File: config.mk
export PLATFORM = sky130hd
export DESIGN_NAME = load_store_unit
export DESIGN_NICKNAME = d
export VERILOG_FILES = /design/src/rtl/load_store_unit.sv
export SDC_FILE = /design/constraint.sdc
export NUM_CORES = 1
export LEC_CHECK = 0
export CAP_MARGIN = 0
export CORE_ASPECT_RATIO = 0.7
export CORE_MARGIN = 2
export CORE_UTILIZATION = 40
export CTS_CLUSTER_SIZE = 20
export DETAILED_ROUTE_END_ITERATION = 16
export PLACE_DENSITY = 0.77
export RECOVER_POWER = 100
export SYNTH_ARGS = -nofsm -noshare
export SYNTH_HDL_FRONTEND = slang
export SYNTH_SLANG_ARGS = --single-unit
File: constraint.sdc
create_clock -name clk -period 2.7 [get_ports clk]
set_input_delay 0.54 -clock clk [delete_from_list [all_inputs] [get_ports clk]]
set_output_delay 0.54 -clock clk [all_outputs]
set_load 0.05 [all_outputs]
File: src/rtl/load_store_unit.sv
// Load/store unit: one memory op at a time, req/ack handshake with data memory,
// load alignment/extension and register-file writeback.
module load_store_unit (
    input  logic        clk,
    input  logic        async_reset,
    input  logic        start,
    input  logic        is_store,
    input  logic [2:0]  funct3,
    input  logic [31:0] addr,
    input  logic [31:0] store_data,
    input  logic [4:0]  rd,
    output logic        busy,
    output logic        done,
    output logic        fault,
    output logic        mem_req,
    output logic        mem_we,
    output logic [31:0] mem_addr,
    output logic [3:0]  mem_be,
    output logic [31:0] mem_wdata,
    input  logic        mem_ack,
    input  logic [31:0] mem_rdata,
    output logic        rf_we,
    output logic [4:0]  rf_waddr,
    output logic [31:0] rf_wdata
);

    localparam int unsigned DATA_W = 32;
    localparam int unsigned REG_W  = 5;
    localparam int unsigned BE_W   = 4;

    localparam logic [1:0] S_IDLE = 2'd0;
    localparam logic [1:0] S_REQ  = 2'd1;
    localparam logic [1:0] S_WB   = 2'd2;
    localparam logic [1:0] S_ERR  = 2'd3;

    logic [1:0]        state,     state_n;
    logic              op_store,  op_store_n;
    logic [2:0]        op_funct3, op_funct3_n;
    logic [1:0]        op_lo,     op_lo_n;
    logic [REG_W-1:0]  op_rd,     op_rd_n;

    logic              busy_n, done_n, fault_n, mem_req_n, mem_we_n, rf_we_n;
    logic [DATA_W-1:0] mem_addr_n, mem_wdata_n, rf_wdata_n;
    logic [BE_W-1:0]   mem_be_n;
    logic [REG_W-1:0]  rf_waddr_n;

    // Alignment and funct3 legality for the access being launched.
    function automatic logic legal_access(input logic st, input logic [2:0] f3,
                                          input logic [1:0] lo);
        logic ok;
        case (f3)
            3'b000:  ok = 1'b1;
            3'b001:  ok = (lo[0] == 1'b0);
            3'b010:  ok = (lo == 2'b00);
            3'b100:  ok = !st;
            3'b101:  ok = !st && (lo[0] == 1'b0);
            default: ok = 1'b0;
        endcase
        return ok;
    endfunction

    function automatic logic [BE_W-1:0] byte_mask(input logic [1:0] size, input logic [1:0] lo);
        logic [BE_W-1:0] m;
        case (size)
            2'b00:   m = BE_W'(4'b0001 << lo);
            2'b01:   m = BE_W'(4'b0011 << lo);
            default: m = 4'b1111;
        endcase
        return m;
    endfunction

    function automatic logic [DATA_W-1:0] store_lanes(input logic [1:0] size,
                                                      input logic [DATA_W-1:0] sd);
        logic [DATA_W-1:0] w;
        case (size)
            2'b00:   w = {4{sd[7:0]}};
            2'b01:   w = {2{sd[15:0]}};
            default: w = sd;
        endcase
        return w;
    endfunction

    // Shift the addressed lane down to bit 0, then extend by access type.
    function automatic logic [DATA_W-1:0] extract(input logic [2:0] f3, input logic [1:0] lo,
                                                  input logic [DATA_W-1:0] rdata);
        logic [DATA_W-1:0] s;
        logic [DATA_W-1:0] r;
        s = rdata >> {lo, 3'b000};
        case (f3)
            3'b000:  r = {{24{s[7]}}, s[7:0]};
            3'b001:  r = {{16{s[15]}}, s[15:0]};
            3'b100:  r = {24'd0, s[7:0]};
            3'b101:  r = {16'd0, s[15:0]};
            default: r = s;
        endcase
        return r;
    endfunction

    // Next-state and next-output logic.
    always_comb begin
        state_n     = state;
        op_store_n  = op_store;
        op_funct3_n = op_funct3;
        op_lo_n     = op_lo;
        op_rd_n     = op_rd;
        done_n      = 1'b0;
        fault_n     = 1'b0;
        rf_we_n     = 1'b0;
        mem_req_n   = mem_req;
        mem_we_n    = mem_we;
        mem_addr_n  = mem_addr;
        mem_be_n    = mem_be;
        mem_wdata_n = mem_wdata;
        rf_waddr_n  = rf_waddr;
        rf_wdata_n  = rf_wdata;

        case (state)
            S_IDLE: begin
                if (start) begin
                    op_store_n  = is_store;
                    op_funct3_n = funct3;
                    op_lo_n     = addr[1:0];
                    op_rd_n     = rd;
                    if (legal_access(is_store, funct3, addr[1:0])) begin
                        state_n     = S_REQ;
                        mem_req_n   = 1'b1;
                        mem_we_n    = is_store;
                        mem_addr_n  = {addr[31:2], 2'b00};
                        mem_be_n    = byte_mask(funct3[1:0], addr[1:0]);
                        mem_wdata_n = store_lanes(funct3[1:0], store_data);
                    end else begin
                        state_n = S_ERR;
                        done_n  = 1'b1;
                        fault_n = 1'b1;
                    end
                end
            end
            S_REQ: begin
                if (mem_ack) begin
                    state_n   = S_WB;
                    mem_req_n = 1'b0;
                    done_n    = 1'b1;
                    if (!op_store) begin
                        rf_we_n    = (op_rd != '0);
                        rf_waddr_n = op_rd;
                        rf_wdata_n = extract(op_funct3, op_lo, mem_rdata);
                    end
                end
            end
            S_WB:    state_n = S_IDLE;
            default: state_n = S_IDLE;
        endcase

        busy_n = (state_n != S_IDLE);
    end

    always_ff @(posedge clk or negedge async_reset) begin
        if (!async_reset) begin
            state     <= S_IDLE;
            op_store  <= 1'b0;
            op_funct3 <= '0;
            op_lo     <= '0;
            op_rd     <= '0;
            busy      <= 1'b0;
            done      <= 1'b0;
            fault     <= 1'b0;
            mem_req   <= 1'b0;
            mem_we    <= 1'b0;
            mem_addr  <= '0;
            mem_be    <= '0;
            mem_wdata <= '0;
            rf_we     <= 1'b0;
            rf_waddr  <= '0;
            rf_wdata  <= '0;
        end else begin
            state     <= state_n;
            op_store  <= op_store_n;
            op_funct3 <= op_funct3_n;
            op_lo     <= op_lo_n;
            op_rd     <= op_rd_n;
            busy      <= busy_n;
            done      <= done_n;
            fault     <= fault_n;
            mem_req   <= mem_req_n;
            mem_we    <= mem_we_n;
            mem_addr  <= mem_addr_n;
            mem_be    <= mem_be_n;
            mem_wdata <= mem_wdata_n;
            rf_we     <= rf_we_n;
            rf_waddr  <= rf_waddr_n;
            rf_wdata  <= rf_wdata_n;
        end
    end

endmodule
# Word level (Yosys, flattened, before mapping)
# Cells that the tools add are included.
[classes]
n_reduce_logical = 14
muxes = 22
shift = 3
bitwise_logic = 2
n_eq_ne = 12
[ops]
columns = ["operator", "n"]
rows = [
  ["$pmux 32 s4", 1],
  ["$pmux 32 s2", 1],
  ["$shr 32x5->32", 1],
  ["$eq 3x3->1 const B", 4],
  ["$mux 1", 12],
  ["$pmux 4 s2", 1],
  ["$eq 3x1->1 const B", 2],
  ["$logic_not 2->1", 3],
  ["$logic_not 3->1", 2],
  ["$mux 2", 3],
  ["$ne 2x2->1 const B", 3],
  ["$reduce_and 3->1", 2],
  ["$pmux 1 s5", 1],
  ["$reduce_bool 5->1", 1],
  ["$eq 2x1->1 const B", 2],
  ["$pmux 1 s2", 2],
  ["$pmux 2 s2", 1],
  ["$reduce_and 4->1", 1],
  ["$reduce_bool 2->1", 2],
  ["$shl 1x2->4 const A", 1],
  ["$shl 2x2->4 const A", 1],
  ["$eq 3x2->1 const B", 1],
  ["$not 1->1", 2],
  ["$reduce_and 2->1", 1],
  ["other kinds (2)", 2],
]
[word_totals]
register_bits = 122
out_inout_bits = 111
inputBits = 109

# Logic depth before layout (Yosys ltp)
[logic_depth]
ltp_word = 9
depth_mapped = 7

# Worst setup path before layout
# Ideal clock, no wire load.
[synth_timing]
kind = "input port to flip-flop"
startpoint = "input funct3[0]"
endpoint = "register mem_addr[28]"
slack_ps = 893
required_ps = 2575
n_path_buf = 3
stages = 6
arrival_ps = 1682
cell_sequence = "buf_2 -> nor4_2 -> o21ai_2 -> buf_6 -> buf_6 -> mux2_4"
[synth_between]
elab_chain_cells = 5
word_cells_on_any_way = 9
classes_between = "eq/ne: 4; mux: 3; reduce/logical: 2"
[synth_rtl]
columns = ["item", "line_no", "source"]
rows = [
  ["from (decl)", "8", "input logic [2:0] funct3,"],
  ["$eq 3x3->1 (tied with other cells)", "51", "case (f3)"],
  ["$pmux 1 s5 *", "51", ""],
  ["$mux 1 *", "119", "if (start) begin"],
  ["$mux 1 *", "117", "case (state)"],
  ["$reduce_and 3->1 (no source line) *", "--", ""],
  ["to (signal assigned)", "186", "mem_addr <= mem_addr_n;"],
  ["to (decl)", "17", "output logic [31:0] mem_addr,"],
]
# Mark *: on every way between the ends. The rest lies on a longest branch, timed or not. The select of a mux whose other input is x is not followed.
# A chain may end at the register's enable or synchronous reset.

# Worst setup path after layout
[layout_timing]
startpoint = "input addr[0]"
endpoint = "register mem_addr[28]"
[layout_between]
elab_chain_cells = 6
word_cells_on_any_way = 7
classes_between = "mux: 3; bitwise: 1; reduce/logical: 3"
[layout_rtl]
columns = ["item", "line_no", "source"]
rows = [
  ["from (decl)", "9", "input logic [31:0] addr,"],
  ["$not 1->1", "53, 56", ""],
  ["$logic_and 1x1->1", "56", "3'b101: ok = !st && (lo[0] == 1'b0);"],
  ["$pmux 1 s5 *", "51", ""],
  ["$mux 1 *", "119", ""],
  ["$mux 1 *", "117", ""],
  ["$reduce_and 3->1 (no source line) *", "--", ""],
]
# Marks and branches as above.

==> flow_summary_export.csv <==
group,metric,value,unit
layout,num-nets-final,829,
route,drtAntennaViolNets,0,
route,dr.pass1.iters,5,
sta,slew_violations,0,
pwr,ir_drop,0.000736,V
sta,max_freq,430,MHz
pwr,powerDensity,1360,nW/um^2
pwr,pwr-share-seq,27.9,%
sta,report.final.setup_viol,0,
sta,max_slew_margin,24.5,%
synth,synth-main-ff-cell,"dfrtp_1",
synth,synth_warnings,0,
worst_setup_path,startpoint,"addr[0]",
synth,avgSynthCellArea,10.9,sq um
worst_setup_path,cp-end-kind,"flip-flop",
floorplan,die_w,144,microns
route,vias,4667,
layout,antenna_cells,0,
synth,synth.cell_area,5500,sq um
synth,async_flop_share,100,%
clocking,clockRootBuffer,"clkbuf_16",
clocking,path_clk_slew,0.06,ns
sta,holdWs,0.312,ns
clocking,cts_sinks,122,
route,vias_per_cell,5.08,
worst_setup_path,worstSetupPathType,"in -> reg",
place,place_hpwl,11.7,mm
place,portBuffers,217,
synth,yosys-top-cells-count,"dfrtp_1, nand2_1, mux2_2, o21ai_0, mux2i_1",
route,routed_wl,15.6,mm
layout,final_util,63.2,%
synth,synth.most_common_cell,"dfrtp_1",
grt,antenna_found_initial,0,
synth,ys_seq_elements,122,
layout,layout-drive-gt1-share,14.6,%
route,drc,0,
layout,syn2layout_area_growth,52.9,%
pwr,intPower,6.01,mW
hold_path,hold_class,"in -> async",
worst_setup_path,cp_max_fo,22,
place,place.gp.congestion,0.873,
floorplan,coreArea,13300,sq um
pwr,power.total,11.4,mW
grt,grt.total_usage,21.8,%
clocking,cts_max_path_buffers,2,
synth,synth_compound_area_share,7.46,%
sta,tightest_slew,1.13,ns
flow_run,cap_violations,0,
floorplan,die-height,102,microns
sta,finalHoldViolCount,0,
synth,synthAdderAreaFrac,0,%
sta,final.setup.tns,0,ns
floorplan,pin_count,220,
pwr,switchingPower,5.42,mW
route,wl_per_cell,16.9,microns
route,drt_iter0_drc,191,
synth,yosys.area_share.simple,13.8,%
synth,synth-edff-count,0,
grt,grt_max_degree,75,
clocking,cts_buffers,17,
outcome,outcome,"finished, final reports clean",
place,placed_area,7870,sq um
clocking,cts_setup_buffers,0,
clocking,clkLatencyLatePin,0.41,ns
worst_setup_path,r2r-start,"op_lo[0]",
worst_setup_path,start_kind,"input port",
pwr,pwr-share-clk,19.7,%
sta,fin_worst_skew,0.00930,ns
sta,final.min_clock_period,2.33,ns
grt,first_global_vias,4786,
sta,rsz0062_at_grt,"no",
synth,synth_xor_area_share,0,%
layout,final_cell_area,8410,sq um
synth,synth_top_family_by_area,"multiplexers",
grt,grt-ovfl-total,0,
synth,synth_cell_types,38,
synth,synth_area_leaders,"dfrtp_1, mux2_2, mux2i_1",
floorplan,num_rows,35,
synth,synth_mux_area_share,19.7,%
pwr,swShare,47.4,%
clocking,cts_tree,"done",
clocking,cts_resized,0,
worst_setup_path,worstPathArrival,2.61,ns
synth,synth.yosys.seq_area_share,55.5,%
grt,grt_pass1_wl,24.5,mm
worst_setup_path,required,2.99,ns
floorplan,die_area,14700,sq um
pwr,p_leak,3.82,nW
clocking,cts.htree.levels,4,
floorplan,start_util,41.3,%
synth,synth_area_leader_cell,"dfrtp_1",
pwr,comb_power_share,52.4,%
synth,synthCells,504,
clocking,cts_hold_repair.buffers,0,
sta,period_share,86.2,%
synth,synth_top_area_share,55.5,%
## final cells by class
| type | count | area (sq um) |
|---|---|---|
| fill | 1085 | 4900 |
| multi-input combinational | 345 | 2250 |
| tap | 185 | 231 |
| timing repair buffer | 232 | 2270 |
| clock inverter | 13 | 143 |
| sequential | 122 | 3050 |
| inverter | 2 | 7.51 |
| clock buffer | 19 | 453 |
## flip-flops by register name, indices dropped and copies added, names as in the netlist
| register | cells |
|---|---|
| rf_wdata | 32 |
| mem_we | 1 |
| op_rd | 5 |
| op_store | 1 |
| rf_we | 1 |
| fault | 1 |
| mem_req | 1 |
| mem_be | 4 |
| done | 1 |
| mem_wdata | 32 |
| op_funct3 | 3 |
| mem_addr | 30 |
| op_lo | 2 |
| state | 2 |
| rf_waddr | 5 |
| busy | 1 |
## per-layer routing
layer,GRT usage [%],wire (microns),vias to the layer above,part of all wire (%)
li1,-,-,2168,-
met2,34.1,7090,196,46
met5,0,0,-,0
met4,7.24,234,0,1.5
met3,6.42,1220,20,7.9
met1,29.5,7000,2283,45
## logic make-up after synthesis
| kind of cell | Yosys count |
|---|---|
| DFF | 122 |
| muxes | 100 |
| other | 1 |
| and+or+nand+nor | 167 |
| AOI/OAI and AO/OA | 76 |
| buffers and inverters | 38 |
## critical path, cell delays in order
cell	delay [ns]
dlygate4sd3_1	0.66
a221oi_1	0.56
o21ai_4	0.13
clkbuf_2	0.32
mux2_1	0.39
## power by group through the flow
stage | Combinational, mW | Sequential, mW | Clock [mW]
final | 6.00 | 3.19 | 2.25
after global routing | 6.31 | 3.32 | 2.38
after global placement | 6.23 | 3.22 | 0
after floorplan | 1.36 | 5.93 | 0
after detailed placement | 6.32 | 3.25 | 0
after CTS | 6.34 | 3.24 | 2.29
## final timing paths
path,end,slack (ns),depth (start not counted)
max reg2reg,rf_wdata[19],0.61,5
max in group asynchronous,op_rd[4],0.73,2
min in group clk,mem_wdata[23],0.48,2
max,mem_addr[28],0.37,5
min reg2reg,mem_wdata[23],0.48,2
min,rf_wdata[16],0.31,1
## stage by stage
stage	std cells	setup slack, ns
floorplan	505	0.893
global placement	886	0.337
detailed placement	886	0.275
CTS	918	0.530
global route	918	0.264
finish	918	0.372
## layout by cell type, fill, tap and decap left out, types with 2 or more instances in the layout
cell,synthesis,final
nand3_1,32,32
mux2_2,56,55
clkdlybuf4s50_1,0,103
dlygate4sd3_1,0,113
clkbuf_16,0,17
clkbuf_2,0,4
bufinv_16,0,2
clkinv_2,0,2
nor2_1,40,39
nor3_1,2,2
conb_1,1,2
clkbuf_1,16,3
a21oi_1,26,26
nand3b_1,2,2
clkinv_4,0,2
dfrtp_1,122,122
clkbuf_8,0,2
buf_4,2,8
nor2b_1,4,4
nand2b_1,2,2
inv_6,0,2
mux2i_1,41,41
nor2_2,1,2
nor3b_1,1,2
inv_1,2,2
o21ai_0,42,42
nand2_1,70,70
mux2_1,0,4
clkinvlp_4,0,5
and2_1,6,6
(Power assumes the default switching activity.)
